<file path="config.mk">
export PLATFORM = sky130hd
export DESIGN_NAME = comparador_serial_der_izq
export DESIGN_NICKNAME = d
export VERILOG_FILES = /design/src/rtl/comparador_serial_der_izq.sv
export SDC_FILE = /design/constraint.sdc
export NUM_CORES = 1
export LEC_CHECK = 0
export CORE_MARGIN = 1
export CORE_UTILIZATION = 40
export CTS_CLUSTER_SIZE = 16
export DETAILED_ROUTE_END_ITERATION = 16
export PLACE_DENSITY_LB_ADDON = 0.08
export SKIP_CTS_REPAIR_TIMING = 1
export SYNTH_ARGS = -nofsm -noshare
export SYNTH_HDL_FRONTEND = slang
export SYNTH_SLANG_ARGS = --single-unit
</file>
<file path="constraint.sdc">
create_clock -name clk -period 2.7 [get_ports clk]
set_input_delay 0.405 -clock clk [delete_from_list [all_inputs] [get_ports clk]]
set_output_delay 0.405 -clock clk [all_outputs]
set_load 0.02 [all_outputs]
</file>
<file path="src/rtl/comparador_serial_der_izq.sv">
// Serial unsigned comparator that scans A and B from LSB to MSB, one bit per clock.
// The carried relation is overwritten by every differing bit, so the highest
// differing bit has the final say. Z = 1 when A > B. Uses a start/done handshake.
// Optional feature: define SERIAL_CMP_EQ_EN to add the EQ output (A == B).
module comparador_serial_der_izq #(
  parameter int K = 4
) (
  input  logic         clk,
  input  logic         reset_n,
  input  logic         start,
  input  logic [K-1:0] A,
  input  logic [K-1:0] B,
  output logic         busy,
  output logic         done,
  output logic         Z
`ifdef SERIAL_CMP_EQ_EN
  ,
  output logic         EQ
`endif
);

  localparam int CW = $clog2(K + 1);
  localparam logic [CW-1:0] LAST = CW'(K - 1);

  localparam logic [1:0] REL_EQ = 2'b00;
  localparam logic [1:0] REL_GT = 2'b01;
  localparam logic [1:0] REL_LT = 2'b10;

  typedef enum logic [1:0] {S_IDLE, S_SHIFT, S_DONE} state_t;

  state_t        state_q, state_d;
  logic [K-1:0]  a_q, a_d, b_q, b_d;
  logic [CW-1:0] cnt_q, cnt_d;
  logic [1:0]    rel_q, rel_d;
  logic          done_q, done_d;
  logic          z_q, z_d;
`ifdef SERIAL_CMP_EQ_EN
  logic          eq_q, eq_d;
`endif

  // State and datapath registers; reset overrides everything, including a scan in progress
  always_ff @(posedge clk) begin
    if (!reset_n) begin
      state_q <= S_IDLE;
      a_q     <= '0;
      b_q     <= '0;
      cnt_q   <= '0;
      rel_q   <= REL_EQ;
      done_q  <= 1'b0;
      z_q     <= 1'b0;
`ifdef SERIAL_CMP_EQ_EN
      eq_q    <= 1'b0;
`endif
    end else begin
      state_q <= state_d;
      a_q     <= a_d;
      b_q     <= b_d;
      cnt_q   <= cnt_d;
      rel_q   <= rel_d;
      done_q  <= done_d;
      z_q     <= z_d;
`ifdef SERIAL_CMP_EQ_EN
      eq_q    <= eq_d;
`endif
    end
  end

  // Next-state logic: capture the operands, shift them out LSB first, then publish the result
  always_comb begin
    state_d = state_q;
    a_d     = a_q;
    b_d     = b_q;
    cnt_d   = cnt_q;
    rel_d   = rel_q;
    done_d  = 1'b0;
    z_d     = z_q;
`ifdef SERIAL_CMP_EQ_EN
    eq_d    = eq_q;
`endif
    case (state_q)
      S_IDLE: begin
        // done_q is high in the first IDLE cycle after a compare; a start in that cycle is dropped
        if (start && !done_q) begin
          a_d     = A;
          b_d     = B;
          cnt_d   = '0;
          rel_d   = REL_EQ;
          state_d = S_SHIFT;
        end
      end
      S_SHIFT: begin
        if (a_q[0] != b_q[0]) rel_d = a_q[0] ? REL_GT : REL_LT;
        a_d = a_q >> 1;
        b_d = b_q >> 1;
        if (cnt_q == LAST) state_d = S_DONE;
        else               cnt_d   = cnt_q + CW'(1);
      end
      S_DONE: begin
        z_d     = (rel_q == REL_GT);
`ifdef SERIAL_CMP_EQ_EN
        eq_d    = (rel_q == REL_EQ);
`endif
        done_d  = 1'b1;
        state_d = S_IDLE;
      end
      default: state_d = S_IDLE;
    endcase
  end

  assign busy = (state_q == S_SHIFT);
  assign done = done_q;
  assign Z    = z_q;
`ifdef SERIAL_CMP_EQ_EN
  assign EQ   = eq_q;
`endif

endmodule
</file>
# Word-level counts from Yosys, hierarchy flattened
# Index checks and enable logic that the tools add are counted.
# Widths: inputs -> output; s select.
[classes] addsub=1 n_mul=0 n_div=0 magnitude_cmp=0 n_eq_ne=9 shift=0 n_mux=15 bitwise_logic=0 reduce_logical=8
[op_table] operator="$pmux 4 s2" n=2
[op_table] operator="$mux 2" n=5
[op_table] operator="$mux 4" n=2
[op_table] operator="$pmux 2 s2" n=2
[op_table] operator="$mux 3" n=2
[op_table] operator="$pmux 3 s2" n=1
[op_table] operator="$reduce_and 3->1" n=2
[op_table] operator="$eq 2x1->1 const B" n=2
[op_table] operator="$ne 2x1->1 const B" n=2
[op_table] operator="$ne 2x2->1 const B" n=2
[op_table] operator="$reduce_and 2->1" n=2
[op_table] operator="$add 3x1->3 const B" n=1
[op_table] operator="$eq 3x2->1 const B" n=1
[op_table] operator="$eq 2x2->1 const B" n=1
[op_table] operator="$logic_not 2->1" n=1
[op_table] operator="$reduce_bool 2->1" n=1
[op_table] operator="$logic_and 1x1->1" n=1
[op_table] operator="$logic_not 1->1" n=1
[op_table] operator="$mux 1" n=1
[op_table] operator="$ne 1x1->1" n=1
[word_totals] register_bits=17 latch_bits=0 ram_bits=0 romBits=0 output_inout_bits=3 elab_cells=40 n_memories=0

# Logic depth before layout (Yosys ltp)
[depth] word_depth=4 depth_mapped=5 mapped_depth_nobuf=5

# Worst setup path after synthesis
# OpenSTA, ideal clock, no wires.
[synth_timing] path_kind="reg-to-reg" from="register cnt_q[0]" to="register cnt_q[1]" setup_time_ps=126 arrival_time_ps=1158 t_required_ps=2574 setup_slack_ps=1416 path_stages_with_launch=6 n_path_buf=0 cell_sequence="dfxtp_1 > ha_1 > ha_1 > and4bb_2 > o21ai_0 > a21oi_1"
[synth_via] elab_chain_cells=3 elab_cells_between_ends=6
[synth_lines] item="from (decl)" line="33" source="logic [CW-1:0] cnt_q, cnt_d;"
[synth_lines] item="from (signal assigned)" line="58" source="cnt_q <= cnt_d;"
[synth_lines] item="$add 3x1->3 or $eq 3x2->1 (tied branches)" line="96, 95"
[synth_lines] item="$mux 3 or $ne 2x2->1 (tied branches)"
[synth_lines] item="$pmux 3 s2 or $reduce_and 3->1 (tied branches)"
# Parallel ways exist; a longest one is shown, timed or not. The select of a mux whose other input is x is not followed.
# A chain may end at the register's enable or synchronous reset.

# Worst setup path after layout
[layout_timing] from="register state_q[1]" to="output port busy"
[layout_via] elab_chain_cells=1
[layout_lines] item="from (decl)" line="31" source="state_t state_q, state_d;"
[layout_lines] item="from (signal assigned)" line="55" source="state_q <= state_d;"
[layout_lines] item="$eq 2x1->1" line="110" source="assign busy = (state_q == S_SHIFT);"
[layout_lines] item="to (decl)" line="13" source="output logic busy,"
# No other way between the ends.

==> impl_metrics.toml <==
[run_status]
status = "complete, no violations"

[timing]
tightest_slew_ps = 742
fin_crit_sh_pct = 85.7
clock_skew_ps = 6.79
finalMaxSlewViolations = 0
slew-limit-headroom_pct = 50.5
min_period_ps = 2310
fin_tns_setup_ps = 0
fmax_ghz = 0.432
finalSetupViolCount = 0
hold_violations = 0
rsz0062_at_grt = "false"

[yosys]
seq_area_frac_synth_pct = 37.2
synth_cell_type_count = 31
ys_top_cells_by_area = "dfxtp_1 (37%), mux2i_1 (7.7%), nand2b_1 (6.2%), o311ai_0 (5.7%), a21oi_1 (5.5%)"
yosysWarnings = 0
async_flop_share_pct = 0
synthCells = 97
syn-mean-instance-area_um2 = 9.43
synth_edf_count = 0
syn_area_um2 = 915
ys.flop_type = "dfxtp_1"
syn-num-nets = 110
yosys.area.top_type_share_pct = 37.2
ys_ff_latch = 17
yosys.area.top_type = "dfxtp_1"

[die]
dieArea_mm2 = 0.00248
die_h_um = 49.8
coreArea_mm2 = 0.00206
die_w_um = 49.8
pin_count = 14
rows = 16
initial_core_util_pct = 44.4

[cells_and_area]
syn_to_final_growth_pct = 16.7
fillers = 201
diodes = 0
stdcell_area_mm2 = 0.00107
fin_util_pct = 51.8
final_common_cell = "dfxtp_1"
seq_area_um2 = 340
nets = 124
stdcell_count = 137
layout-drive-gt1-share_pct = 11.8
multi_input_area_um2 = 517
layout_common_cells = "dfxtp_1 (17), clkdlybuf4s50_1 (13), a21oi_1 (10)"

[placement]
dp_hpwl_um = 1230
post_dp_cell_area_mm2 = 0.00104
io_buffers = 13
gp_congestion = 0.714
place_inst = 133

[route]
drt_iter0_drc = 8
route.detailed.drc = 0
wl_per_cell_um = 13.2
vias = 748
drtPass1Iterations = 4
vias_per_cell = 5.46
routed_wl_um = 1810
ant_nets = 0

[setup_path]
cpPeakStageDelay_ps = 810
end_kind = "primary output"
critPathBufInv = 2
r2r_end = "b_q[2]"
reg2reg_slack_ps = 1030
path_cells = "nand2b_1 > inv_2 > clkdlybuf4s50_1"
cp.arrival_ps = 1910
cp-start-kind = "flop"
path_delay_family = "flip-flops"
crit-reg2reg-launch = "state_q[1]"
worstPathRequired_ps = 2300
worst-path-max-fanout = 22
endpoint = "busy"
crit_type = "flop to primary output"
worstRegToRegCells = 4
worst-path-stages = 3
crit_start = "state_q[1]"
slowest_stage = "dfxtp_1"

[flow_run]
cap_violations = 0

[pwr]
worst_ir_drop_vdd_mv = 0.245
power_density_mw_per_mm2 = 462
p_leak_nw = 0.398
finalPower_uw = 493

[clock_tree]
clkSinkCount = 17
cts_tree = "built"
path_clk_slew_ps = 100
insertion_delay_ps = 300
h-tree-depth = 1
cts_buffers = 3
clockBufferDepth = 2
clockRootBuffer = "clkbuf_4"

[grt]
grt_pass1_wl_um = 3040
grt-ovfl-total = 0
antenna_found_initial = 0
grt_max_degree = 23
grtUsageTotal_pct = 16.5
grt_pass1_vias = 690

[worst_hold_path]
min_path_type = "flop to flop"
worstHoldStart = "rel_q[1]"
-- cells in the mapped netlist, types with 2 or more instances --
| cell | instances |
|---|---|
| o22ai_1 | 2 |
| o21a_1 | 3 |
| ha_1 | 2 |
| nor4b_1 | 2 |
| and4bb_2 | 2 |
| or2b_1 | 2 |
| nand2_1 | 5 |
| o21ai_1 | 2 |
| o311ai_0 | 6 |
| o21ai_0 | 3 |
| a21oi_1 | 10 |
| and3_1 | 2 |
| dfxtp_1 | 17 |
| nor4b_2 | 2 |
| buf_6 | 3 |
| mux2i_1 | 7 |
| nand2b_1 | 9 |
| nor2b_1 | 3 |
| nor2_1 | 2 |
| inv_2 | 2 |
-- metrics by stage --
stage                     hold WS [ps]  setup slack [ps]
final                              507               385
after global routing               530               320
after CTS                          506               382
after detailed placement           491               741
after global placement             481               788
after floorplan                    459              1420
-- power by group --
part	switching (mW)	internal, mW
logic	0.0310	0.0409
registers	0.0158	0.264
clock network	0.0861	0.0552
total	0.133	0.360
-- final cells by class --
type	count	share of cell area [%]
Inverter	3	1.06
Clock buffer	3	2.11
Sequential cell	17	31.9
Multi-Input combinational cell	72	48.4
Tap cell	27	3.17
Timing Repair Buffer	14	12.9
Clock inverter	1	0.469
-- flip-flops by register name, indices dropped and copies added (netlist names) --
signal,flops
Z,1
a_q,4
b_q,4
cnt_q,3
done,1
rel_q,2
state_q,2
-- metal layers --
layer	track usage [%]	share of wire (%)	up-vias
li1	-	-	384
met1	20.9	49	346
met2	25.9	45	14
met3	3.09	3.4	4
met4	9.05	1.7	0
met5	0	0	-
-- worst min path at each step --
stage                     to  slack (ps)  cells past startpoint
detailed placement  rel_q[1]         490                      2
floorplan           rel_q[0]         460                      2
CTS                 rel_q[1]         510                      2
global route        rel_q[0]         530                      2
finish              rel_q[1]         510                      2
global placement    rel_q[0]         480                      2
-- kinds of logic (layout without fill, tap and decap cells) --
family	Yosys count	in the layout	share of synthesized area, %
adders and majority gates	2	2	2.74
buffers and inverters	8	21	6.29
and+or+nand+nor	33	33	25.0
muxes	7	7	7.66
AOI/OAI and AO/OA	30	30	21.1
DFF	17	17	37.2
-- worst min-delay path, delay by kind of cell, from the launching register on --
| kind | cells | cell delay [ps] |
|---|---|---|
| simple gates | 1 | 60 |
| flops | 1 | 350 |
| compound gates | 1 | 60 |
(Power assumes the default switching activity.)
